### src/rtl/fft_cooley_tukey_bitrev_deserializer.sv
// Serial-to-parallel front end for the FFT: packs N_SAMPLES real samples per frame, bit-reversed by default.
// Latency: send_val rises the cycle after the last sample of a frame is accepted.
// Backpressure: two ping-pong banks; recv_rdy drops only when both banks hold unsent frames.
module fft_cooley_tukey_bitrev_deserializer #(
  parameter int BIT_WIDTH   = 32,
  parameter int N_SAMPLES   = 8,
  parameter bit BIT_REVERSE = 1'b1
) (
  input  logic                                 clk,
  input  logic                                 reset,
  input  logic [BIT_WIDTH-1:0]                 recv_msg,
  input  logic                                 recv_val,
  output logic                                 recv_rdy,
  output logic [N_SAMPLES-1:0][BIT_WIDTH-1:0]  send_msg_real,
  output logic [N_SAMPLES-1:0][BIT_WIDTH-1:0]  send_msg_imag,
  output logic                                 send_val,
  input  logic                                 send_rdy
);

  localparam int               CNT_W    = $clog2(N_SAMPLES);
  localparam logic [CNT_W-1:0] CNT_LAST = CNT_W'(N_SAMPLES - 1);

  // A bank is FILLING when it is EMPTY and wr_bank points at it.
  typedef enum logic {
    BANK_EMPTY = 1'b0,
    BANK_FULL  = 1'b1
  } bank_state_t;

  bank_state_t          bank_q [2];
  bank_state_t          bank_d [2];
  logic                 wr_bank_q;
  logic                 rd_bank_q;
  logic [CNT_W-1:0]     cnt_q;
  logic [CNT_W-1:0]     wr_idx;
  logic [BIT_WIDTH-1:0] frame_q [2][N_SAMPLES];
  logic                 recv_fire;
  logic                 send_fire;
  logic                 last_sample;

  function automatic logic [CNT_W-1:0] bitrev(input logic [CNT_W-1:0] v);
    logic [CNT_W-1:0] r;
    r = '0;
    for (int i = 0; i < CNT_W; i++) begin
      r[i] = v[CNT_W-1-i];
    end
    return r;
  endfunction

  // Handshake signals come from registered bank state only, never from send_rdy.
  assign recv_rdy    = (bank_q[wr_bank_q] == BANK_EMPTY);
  assign send_val    = (bank_q[rd_bank_q] == BANK_FULL);
  assign recv_fire   = recv_val & recv_rdy;
  assign send_fire   = send_val & send_rdy;
  assign last_sample = (cnt_q == CNT_LAST);
  assign wr_idx      = BIT_REVERSE ? bitrev(cnt_q) : cnt_q;

  always_ff @(posedge clk or negedge reset) begin
    if (!reset) begin
      bank_q[0] <= BANK_EMPTY;
      bank_q[1] <= BANK_EMPTY;
    end else begin
      bank_q[0] <= bank_d[0];
      bank_q[1] <= bank_d[1];
    end
  end

  // A filling bank is never full and a draining bank always is, so the two updates never collide.
  always_comb begin
    bank_d[0] = bank_q[0];
    bank_d[1] = bank_q[1];
    if (recv_fire && last_sample) begin
      bank_d[wr_bank_q] = BANK_FULL;
    end
    if (send_fire) begin
      bank_d[rd_bank_q] = BANK_EMPTY;
    end
  end

  always_ff @(posedge clk or negedge reset) begin
    if (!reset) begin
      cnt_q     <= '0;
      wr_bank_q <= 1'b0;
      rd_bank_q <= 1'b0;
    end else begin
      if (recv_fire) begin
        if (last_sample) begin
          cnt_q     <= '0;
          wr_bank_q <= ~wr_bank_q;
        end else begin
          cnt_q <= cnt_q + CNT_W'(1);
        end
      end
      if (send_fire) begin
        rd_bank_q <= ~rd_bank_q;
      end
    end
  end

  always_ff @(posedge clk or negedge reset) begin
    if (!reset) begin
      for (int b = 0; b < 2; b++) begin
        for (int i = 0; i < N_SAMPLES; i++) begin
          frame_q[b][i] <= '0;
        end
      end
    end else if (recv_fire) begin
      frame_q[wr_bank_q][wr_idx] <= recv_msg;
    end
  end

  always_comb begin
    send_msg_imag = '0;
    for (int i = 0; i < N_SAMPLES; i++) begin
      send_msg_real[i] = frame_q[rd_bank_q][i];
    end
  end

endmodule

### config.mk
export PLATFORM = sky130hd
export DESIGN_NAME = fft_cooley_tukey_bitrev_deserializer
export DESIGN_NICKNAME = d
export VERILOG_FILES = /design/src/rtl/fft_cooley_tukey_bitrev_deserializer.sv
export SDC_FILE = /design/constraint.sdc
export NUM_CORES = 1
export LEC_CHECK = 0
export BUFFER_PORTS_ARGS = -buffer_cell sky130_fd_sc_hd__buf_4
export CORE_MARGIN = 3
export CORE_UTILIZATION = 25
export CTS_CLUSTER_SIZE = 25
export DETAILED_ROUTE_END_ITERATION = 16
export MAX_ROUTING_LAYER = met4
export SYNTH_ARGS = -nofsm -noshare
export SYNTH_HDL_FRONTEND = slang
export SYNTH_SLANG_ARGS = --single-unit
### constraint.sdc
create_clock -name clk -period 2.2 [get_ports clk]
set_clock_uncertainty 0.2 [all_clocks]
set_input_delay 0 -clock clk [delete_from_list [all_inputs] [get_ports clk]]
set_output_delay 0 -clock clk [all_outputs]
set_load 0.05 [all_outputs]
==> results of run 1 <==
==> worst max path at each step <==
stage | from | end | slack (ns) | cells past startpoint
global route | rd_bank_q$_DFFE_PN0P_ | send_msg_real[105] | -0.19 | 3
detailed placement | cnt_q[0]$_DFFE_PN0P_ | frame_q[435]$_DFFE_PN0P_ | 0.05 | 6
floorplan | cnt_q[0]$_DFFE_PN0P_ | frame_q[259]$_DFFE_PN0P_ | 0.17 | 6
CTS | rd_bank_q$_DFFE_PN0P_ | send_msg_real[113] | -0.19 | 5
global placement | cnt_q[0]$_DFFE_PN0P_ | frame_q[430]$_DFFE_PN0P_ | 0.02 | 6
finish | rd_bank_q$_DFFE_PN0P_ | send_msg_real[220] | -0.12 | 5
==> state kept, by name, indices dropped and copies added, names as in the netlist <==
signal / count
frame_q: 512
cnt_q: 3
bank_q: 2
rd_bank_q: 1
wr_bank_q: 1
==> cells in the final DEF (no fill, tap or decap), types with 2 or more instances in the layout <==
cell and n:
dlygate4sd3_1 37, buf_16 5, nand2_1 7, buf_4 197
conb_1 256, diode_2 3, bufinv_16 4, buf_12 46
buf_6 115, mux2_2 640, mux2_4 112, clkinv_2 9
clkbuf_16 60, nor3_4 4, nor4_4 2, ha_1 6
nor2_1 2, clkbuf_8 11, nand2b_1 3, mux2i_1 2
dfrtp_1 518, buf_8 16, and3_2 3, nand4_1 2
inv_6 4, inv_1 2, nand2_2 2, inv_8 2
clkbuf_1 18, mux2_1 18
==> critical path, delay by kind of cell, from the launching register on <==
family,cells,cell delay (ns)
muxes,1,0.33
buffers and inverters,4,0.61
DFF,1,0.54
==> power groups by stage <==
stage / Sequential [uW] / Clock [uW] / Combinational, uW
floorplan: 15600 / 0 / 20800
CTS: 16400 / 10300 / 29700
global route: 17000 / 10700 / 31600
global placement: 16200 / 0 / 28000
detailed placement: 16500 / 0 / 28300
finish: 16400 / 9960 / 30400
==> area by class of cell <==
class,count,share of cell area [%]
antenna,3,0.0238
clock buffer,88,5.38
clock inverter,22,0.878
inverter,3,0.0357
multi-input combinational,1070,33.2
sequential,519,41.2
tap,1276,5.07
timing repair buffer,417,14.2
==> routing by layer <==
| metal | routed length [um] | up-vias |
|---|---|---|
| li1 | - | 6171 |
| met1 | 30900 | 7452 |
| met2 | 34100 | 406 |
| met3 | 3550 | 73 |
| met4 | 1110 | 0 |
| met5 | 0 | - |
==> timing repair <==
item                       4_1_cts  5_1_grt
hold endpoints to repair      1038        0
gates resized for setup        119      129
hold buffers                    37        0
buffers inserted                14        1
cloned                           3        2
setup endpoints to repair      241      419
==> cells by family (layout without fill, tap and decap cells) <==
kind of cell / Yosys count / count (layout) / synth area share (%)
AOI/OAI and AO/OA: 4 / 4 / 0.0965
DFF: 519 / 519 / 52.7
buffers and inverters: 377 / 530 / 10.2
muxes: 773 / 773 / 35.8
and+or+nand+nor: 31 / 31 / 0.823
adders and majority gates: 6 / 6 / 0.305
other: 1 / 259 / 0.0152
==> per-stage QoR <==
step	cells	hold WS, ns	power [uW]	utilization (%)	cell area (um2)
2_1_floorplan	1966	-0.496	36400	-	25600
3_3_place_gp	3233	-0.176	44100	28.9	28000
3_5_place_dp	3233	-0.179	44800	28.9	28000
4_1_cts	3396	0.0341	56400	32.0	31100
5_1_grt	3396	0.0855	59300	32.4	31500
6_report	3398	0.0893	56800	32.4	31500
==> results.toml, run 1 <==
[cells_and_area]
drive_above_1_share_pct = 58.6
nets = 2112
area_growth_pct = 27.9
seqCellArea_mm2 = 0.0130
fillers = 9471
multi_input_area_mm2 = 0.0105

[worst_setup_path]
crit_chain = "buf_12 -> buf_8 -> buf_6 -> mux2_4 -> buf_6"
cp_data_required_time_ns = 2.00
crit_fanout = 6
regToRegStartpoint = "cnt_q[0]$_DFFE_PN0P_"
r2r_end = "frame_q[431]$_DFFE_PN0P_"
critPathSlowestCell = "dfrtp_4"
reg2reg_slack_ns = 0.02
endpoint_kind = "output pin"
worstSetupStartpointType = "flop"
arrival_ns = 2.12
cpMostUsedCell = "buf_6"
r2r_cells = 6
worstSetupPathType = "flop to output pin"
slowest_delay_ns = 0.54

[job]
cap_violations = 0

[global_routing]
grtUsageMet1_pct = 17.4
grt-ovfl-total = 0
grt_max_degree = 63
use_met3_pct = 2.48
grt_util_met2_pct = 22.2
grt_usage_pct = 13.5
antenna_found_initial = 1
grt_busiest_layer = "met2"
first_global_vias = 15172
grt_pass1_wl_um = 101000

[pwr]
internal_power_uw = 32300
pwr-share-comb_pct = 53.5
p_leak_uw = 0.0149
p_sw_uw = 24400
clkPwrFrac_pct = 17.6
power_density_mw_per_mm2 = 1800
switching_share_pct = 43.0
p_seq_share_pct = 28.9
peakVddDrop_mv = 1.54

[sta]
hold_violations = 0
fin_crit_sh_pct = 106
drv_slew = 0
final-setup-viol-count = 239
max_freq_mhz = 430
worstMarginPinSlew_ns = 0.618
rsz0062_at_grt = "true"
relSlewSlack_pct = 58.8
fin_tns_setup_ns = -13.35
setup_ws_ns = -0.124
layout_min_cycle_time_ns = 2.32

[synthesis]
avgSynthCellArea_um2 = 14.4
synth_area_mm2 = 0.0246
ys_seq_elements = 519
async_flop_share_pct = 100
ys.flop_type = "dfrtp_1"
yosysMostFrequentCell = "mux2_2"
synth_cells = 1711
synth_edf_count = 0
synth_top_area_share_pct = 52.7
synth_warnings = 0
netlist_top_cells_count = "722 x mux2_2, 519 x dfrtp_1, 270 x buf_4"
yosys.area.top_type = "dfrtp_1"
ys_seq_area_share_pct = 52.7
yosys-top-cells-area = "dfrtp_1 53%, mux2_2 33%, buf_4 8.2%"
synth_cell_types = 30

[route]
vias_per_cell = 4.15
first_iter_violations = 612
wl_um = 69700
wl_per_cell_um = 20.5
ant_nets = 0
dr.pass1.iters = 5
drc_errors = 0
vias = 14102

[worst_hold_path]
hold_path.class = "input port to flop"
min_path_cells = 3
hold_start = "recv_msg[26]"
hold_path_end = "frame_q[314]$_DFFE_PN0P_"

[place]
place_congestion = 0.741
portBuffers = 293
dp_hpwl_um = 46800
post-place-ws_ns = 0.0455

[cts]
path_clk_slew_ns = 0.06
cts-root-buf = "clkbuf_16"
tritoncts = "yes"
cts_sinks = 519
clockBufferDepth = 3
clock_latency_ns = 0.63
htree_levels = 2
cts_buffers = 59

[die]
dieWidth_um = 320
core-area_mm2 = 0.0971
start_util_pct = 25.4
die_area_mm2 = 0.102
rows = 114
io_pins = 550
die_y_um = 320

[status]
status = "finished with violations"
violations = "negative setup slack"
(Power assumes the default switching activity.)
==> run 2: changes to the inputs <==
- CORE_ASPECT_RATIO: unset -> 2
- REMOVE_ABC_BUFFERS: unset -> 1
- clock period: 2.2 -> 2.8 ns (I/O delays scaled with it)
==> results.toml, run 2 (synthesis results as in run 1) <==
[worst_setup_path]
arrival_ns = 2.42
worstSetupPathType = "flop to output pin"
crit_fanout = 32
worstSetupStartpointType = "flop"
endpoint_kind = "output pin"
cp_data_required_time_ns = 2.60

[place]
place_congestion = 0.739
portBuffers = 293
dp_hpwl_um = 46200

[die]
start_util_pct = 25.2
die_y_um = 450
core-area_mm2 = 0.0977
io_pins = 550
dieWidth_um = 228
die_area_mm2 = 0.103
rows = 162

[sta]
fin_tns_setup_ns = 0
final-setup-viol-count = 0
rsz0062_at_grt = "false"
fin_crit_sh_pct = 93.5
layout_min_cycle_time_ns = 2.62
hold_violations = 0
relSlewSlack_pct = 52.1
worstMarginPinSlew_ns = 0.699
whs_ns = 0.103
drv_slew = 0
max_freq_mhz = 382

[cells_and_area]
fillers = 9747
final_common_cell = "mux2_2"
nets = 2076
layout_common_cells = "722 x mux2_2, 518 x dfrtp_1, 325 x buf_4, 256 x conb_1, 51 x clkbuf_16"
drive_above_1_share_pct = 58.2
biggestRegsByFlops = "frame_q x512, cnt_q x3, bank_q x2"
area_growth_pct = 21.3
largest-register = "frame_q"
largest_reg_flops = 512

[global_routing]
grt_pass1_wl_um = 102000
grt-ovfl-total = 0
grt_max_degree = 73
antenna_found_initial = 3
grt_usage_pct = 13.7
first_global_vias = 15193

[cts]
cts_buffers = 51
path_clk_slew_ns = 0.07
clock_latency_ns = 0.60
htree_levels = 2
cts-root-buf = "clkbuf_16"
tritoncts = "yes"
clockBufferDepth = 3
cts_sinks = 519
cts.repair.resized = 0
post_cts_buffers = 0

[worst_hold_path]
hold_path.class = "input port to flop"

[pwr]
p_leak_uw = 0.0140
power.total_uw = 41800
peakVddDrop_mv = 0.857
power_density_mw_per_mm2 = 1400

[status]
status = "completed"

[route]
wl_per_cell_um = 20.5
ant_nets = 0
dr.pass1.iters = 4
vias_per_cell = 4.15
drc_errors = 0
wl_um = 69600
first_iter_violations = 427
vias = 14036

[job]
cap_violations = 0
[run 2: cell types whose count changed in the layout (fill, tap and decap cells not counted), moves of 15 or more]
| cell | before | now |
|---|---|---|
| mux2_4 | 112 | 30 |
| buf_8 | 16 | 1 |
| mux2_2 | 640 | 722 |
| buf_12 | 46 | 25 |
| buf_6 | 115 | 0 |
| buf_4 | 197 | 325 |
[run 2: critical path: stages (launching register included)]
cell and delay [ns]:
dfrtp_4 0.66, buf_12 0.25, buf_12 0.24, mux2_2 0.39, buf_4 0.20
[run 2: final cells by class]
cell class	count	area, um2	area share (%)
sequential	519	13000	43.5
multi-input combinational	1070	10200	34.0
timing repair buffer	389	3350	11.2
tap	1312	1640	5.49
clock buffer	68	1450	4.85
clock inverter	22	269	0.900
inverter	3	11.3	0.0377
antenna	3	7.51	0.0251
[run 2: timing repair]
action | 4_1_cts | 5_1_grt
endpoints found under the hold margin | 1038 | 0
endpoints found under the setup margin | 0 | 0
hold buffers | 38 | 0
[run 2: metrics by stage]
stage,setup slack (ns),cell area (um2),std cells,utilization [%]
6_report,0.181,29900,3386,30.6
5_1_grt,0.0534,29900,3385,30.6
4_1_cts,0.0717,29900,3383,30.6
3_5_place_dp,0.282,27800,3255,28.4
3_3_place_gp,0.362,27800,3255,28.4
2_1_floorplan,-4.00,23100,1592,-
[run 2: power by group]
group / total, uW / leakage (uW) / switching, uW / internal (uW)
clock: 7190 / 0.000837 / 3080 / 4110
combinational: 21700 / 0.00669 / 13500 / 8230
sequential: 12900 / 0.00646 / 1830 / 11100
[run 2: worst paths after layout]
path | to | depth (start not counted) | start | slack (ns)
setup / recovery | send_msg_real[95] | 4 | rd_bank_q$_DFFE_PN0P_ | 0.18
hold / removal | frame_q[306]$_DFFE_PN0P_ | 3 | recv_msg[18] | 0.10
setup reg to reg | frame_q[398]$_DFFE_PN0P_ | 4 | bank_q[1]$_DFF_PN0_ | 0.26
hold reg to reg | frame_q[102]$_DFFE_PN0P_ | 1 | frame_q[102]$_DFFE_PN0P_ | 0.28
max in group asynchronous | frame_q[232]$_DFFE_PN0P_ | 4 | reset | 1.42
min in group asynchronous | frame_q[112]$_DFFE_PN0P_ | 4 | reset | 0.57
[run 2: metal layers]
layer  vias up  GRT usage, %  share of wire [%]
met5         -             -                  0
met4         0          5.23                3.7
met3       107          2.34                5.6
met2       561          24.8                 53
met1      7290          14.9                 38
li1       6078             -                  -
==> run 3: changes to the inputs <==
- CTS_CLUSTER_DIAMETER: unset -> 30
- RECOVER_POWER: unset -> 25
==> results.toml, run 3 (synthesis results as in run 1) <==
[worst_setup_path]
worstSetupStartpointType = "flop"
crit_fanout = 32
arrival_ns = 2.40
cp_data_required_time_ns = 2.60
worstSetupPathType = "flop to output pin"
endpoint_kind = "output pin"

[cells_and_area]
final_core_util_pct = 32.3
nets = 2144
layout_common_cells = "722 x mux2_2, 518 x dfrtp_1, 321 x buf_4, 256 x conb_1, 89 x clkbuf_16"
largest-register = "frame_q"
fillers = 9649
area_growth_pct = 28.3
biggestRegsByFlops = "frame_q x512, cnt_q x3, bank_q x2"
final_common_cell = "mux2_2"
drive_above_1_share_pct = 58.6
stdcell_area_mm2 = 0.0316
largest_reg_flops = 512

[route]
vias = 14404
vias_per_cell = 4.12
ant_nets = 0
first_iter_violations = 413
wl_um = 71400
drc_errors = 0
dr.pass1.iters = 4
wl_per_cell_um = 20.4

[global_routing]
first_global_vias = 15701
grt_pass1_wl_um = 105000
grt-ovfl-total = 0
grt_max_degree = 73
grt_usage_pct = 14.2
antenna_found_initial = 4

[cts]
cts-root-buf = "clkbuf_16"
path_clk_slew_ns = 0.06
clock_latency_ns = 0.67
cts_buffers = 88
cts.repair.resized = 0
cts_sinks = 519
htree_levels = 3
clockBufferDepth = 3
tritoncts = "yes"

[pwr]
pwr-share-comb_pct = 47.2
p_leak_uw = 0.0148
power_density_mw_per_mm2 = 1460
internal_power_uw = 26700
clkPwrFrac_pct = 24.9
p_seq_share_pct = 28.0
switching_share_pct = 42.2
p_sw_uw = 19500
peakVddDrop_mv = 0.998

[sta]
hold_violations = 0
fin_tns_setup_ns = 0
layout_min_cycle_time_ns = 2.60
max_freq_mhz = 384
fin_crit_sh_pct = 92.9
final-setup-viol-count = 0
worstMarginPinSlew_ns = 0.989
relSlewSlack_pct = 34.1
drv_slew = 0
rsz0062_at_grt = "false"

[die]
die_y_um = 450
rows = 162
io_pins = 550
core-area_mm2 = 0.0977
die_area_mm2 = 0.103
start_util_pct = 25.2
dieWidth_um = 228

[place]
portBuffers = 293
place_congestion = 0.739
placed_cell_area_mm2 = 0.0278
dp_hpwl_um = 46200

[worst_hold_path]
hold_path.class = "input port to flop"

[job]
cap_violations = 0

[status]
status = "completed"
==> run 3: changes by cell type in the layout (fill, tap and decap cells not counted), moves of 5 or more <==
| cell | before | now |
|---|---|---|
| bufinv_16 | 5 | 13 |
| dlygate4sd3_1 | 37 | 67 |
| inv_6 | 3 | 14 |
| clkbuf_16 | 51 | 89 |
| clkinvlp_4 | 5 | 15 |
| clkbuf_1 | 6 | 11 |
==> run 3: path summary, 6_finish.rpt <==
| kind | start | endpoint | slack (ns) | cells after the start |
|---|---|---|---|---|
| setup / recovery | rd_bank_q$_DFFE_PN0P_ | send_msg_real[95] | 0.20 | 4 |
| hold / removal | recv_msg[1] | frame_q[161]$_DFFE_PN0P_ | 0.07 | 3 |
| setup reg to reg | bank_q[1]$_DFF_PN0_ | frame_q[398]$_DFFE_PN0P_ | 0.21 | 4 |
| hold reg to reg | frame_q[102]$_DFFE_PN0P_ | frame_q[102]$_DFFE_PN0P_ | 0.28 | 1 |
| max in group asynchronous | reset | frame_q[124]$_DFFE_PN0P_ | 0.51 | 4 |
| min in group asynchronous | reset | frame_q[117]$_DFFE_PN0P_ | 0.89 | 4 |
==> run 3: area by class of cell <==
type | count | area (um2) | area share, %
well taps | 1312 | 1640 | 5.20
diodes | 4 | 10.0 | 0.0317
multi-input cells | 1070 | 10200 | 32.2
clock buffers | 103 | 2350 | 7.44
flip-flops and latches | 519 | 13000 | 41.1
repair buffers | 420 | 3590 | 11.4
inverters | 3 | 11.3 | 0.0356
clock inverters | 61 | 843 | 2.67
==> run 3: through the flow <==
step | total power, uW | std cells | hold WS [ns] | worst slack (ns)
2_1_floorplan | 28300 | 1592 | -0.496 | -4.00
4_1_cts | 46900 | 3488 | 0.000964 | 0.0828
6_report | 46200 | 3492 | 0.0691 | 0.199
5_1_grt | 48300 | 3491 | 0.0520 | 0.0181
3_3_place_gp | 34400 | 3255 | -0.134 | 0.362
3_5_place_dp | 35000 | 3255 | -0.131 | 0.282
==> run 3: per-layer routing <==
layer | wire, um | up-vias | global-route usage [%] | share of wire, %
met2 | 37500 | 586 | 25.3 | 52
li1 | - | 6273 | - | -
met5 | 0 | - | - | 0
met4 | 2740 | 0 | 6.67 | 3.8
met1 | 26800 | 7441 | 14.8 | 38
met3 | 4350 | 104 | 3.29 | 6.1
==> run 3: worst max-delay path: stages, from the launching register on <==
cell and delay, ns:
dfrtp_4 0.58, buf_12 0.23, buf_12 0.25, mux2_2 0.39, buf_4 0.20
==> run 3: power groups by stage <==
stage / Sequential [uW] / Clock [uW] / Combinational, uW
floorplan: 12600 / 0 / 15700
global placement: 12800 / 0 / 21700
detailed placement: 13100 / 0 / 21900
CTS: 12900 / 11800 / 22100
global route: 13400 / 12100 / 22800
finish: 12900 / 11500 / 21800
==> run 3: repair_timing <==
action / in CTS / in global routing
setup buffers: 1 / 0
setup endpoints to repair: 4 / 0
hold buffers: 68 / 0
hold endpoints to repair: 1038 / 0
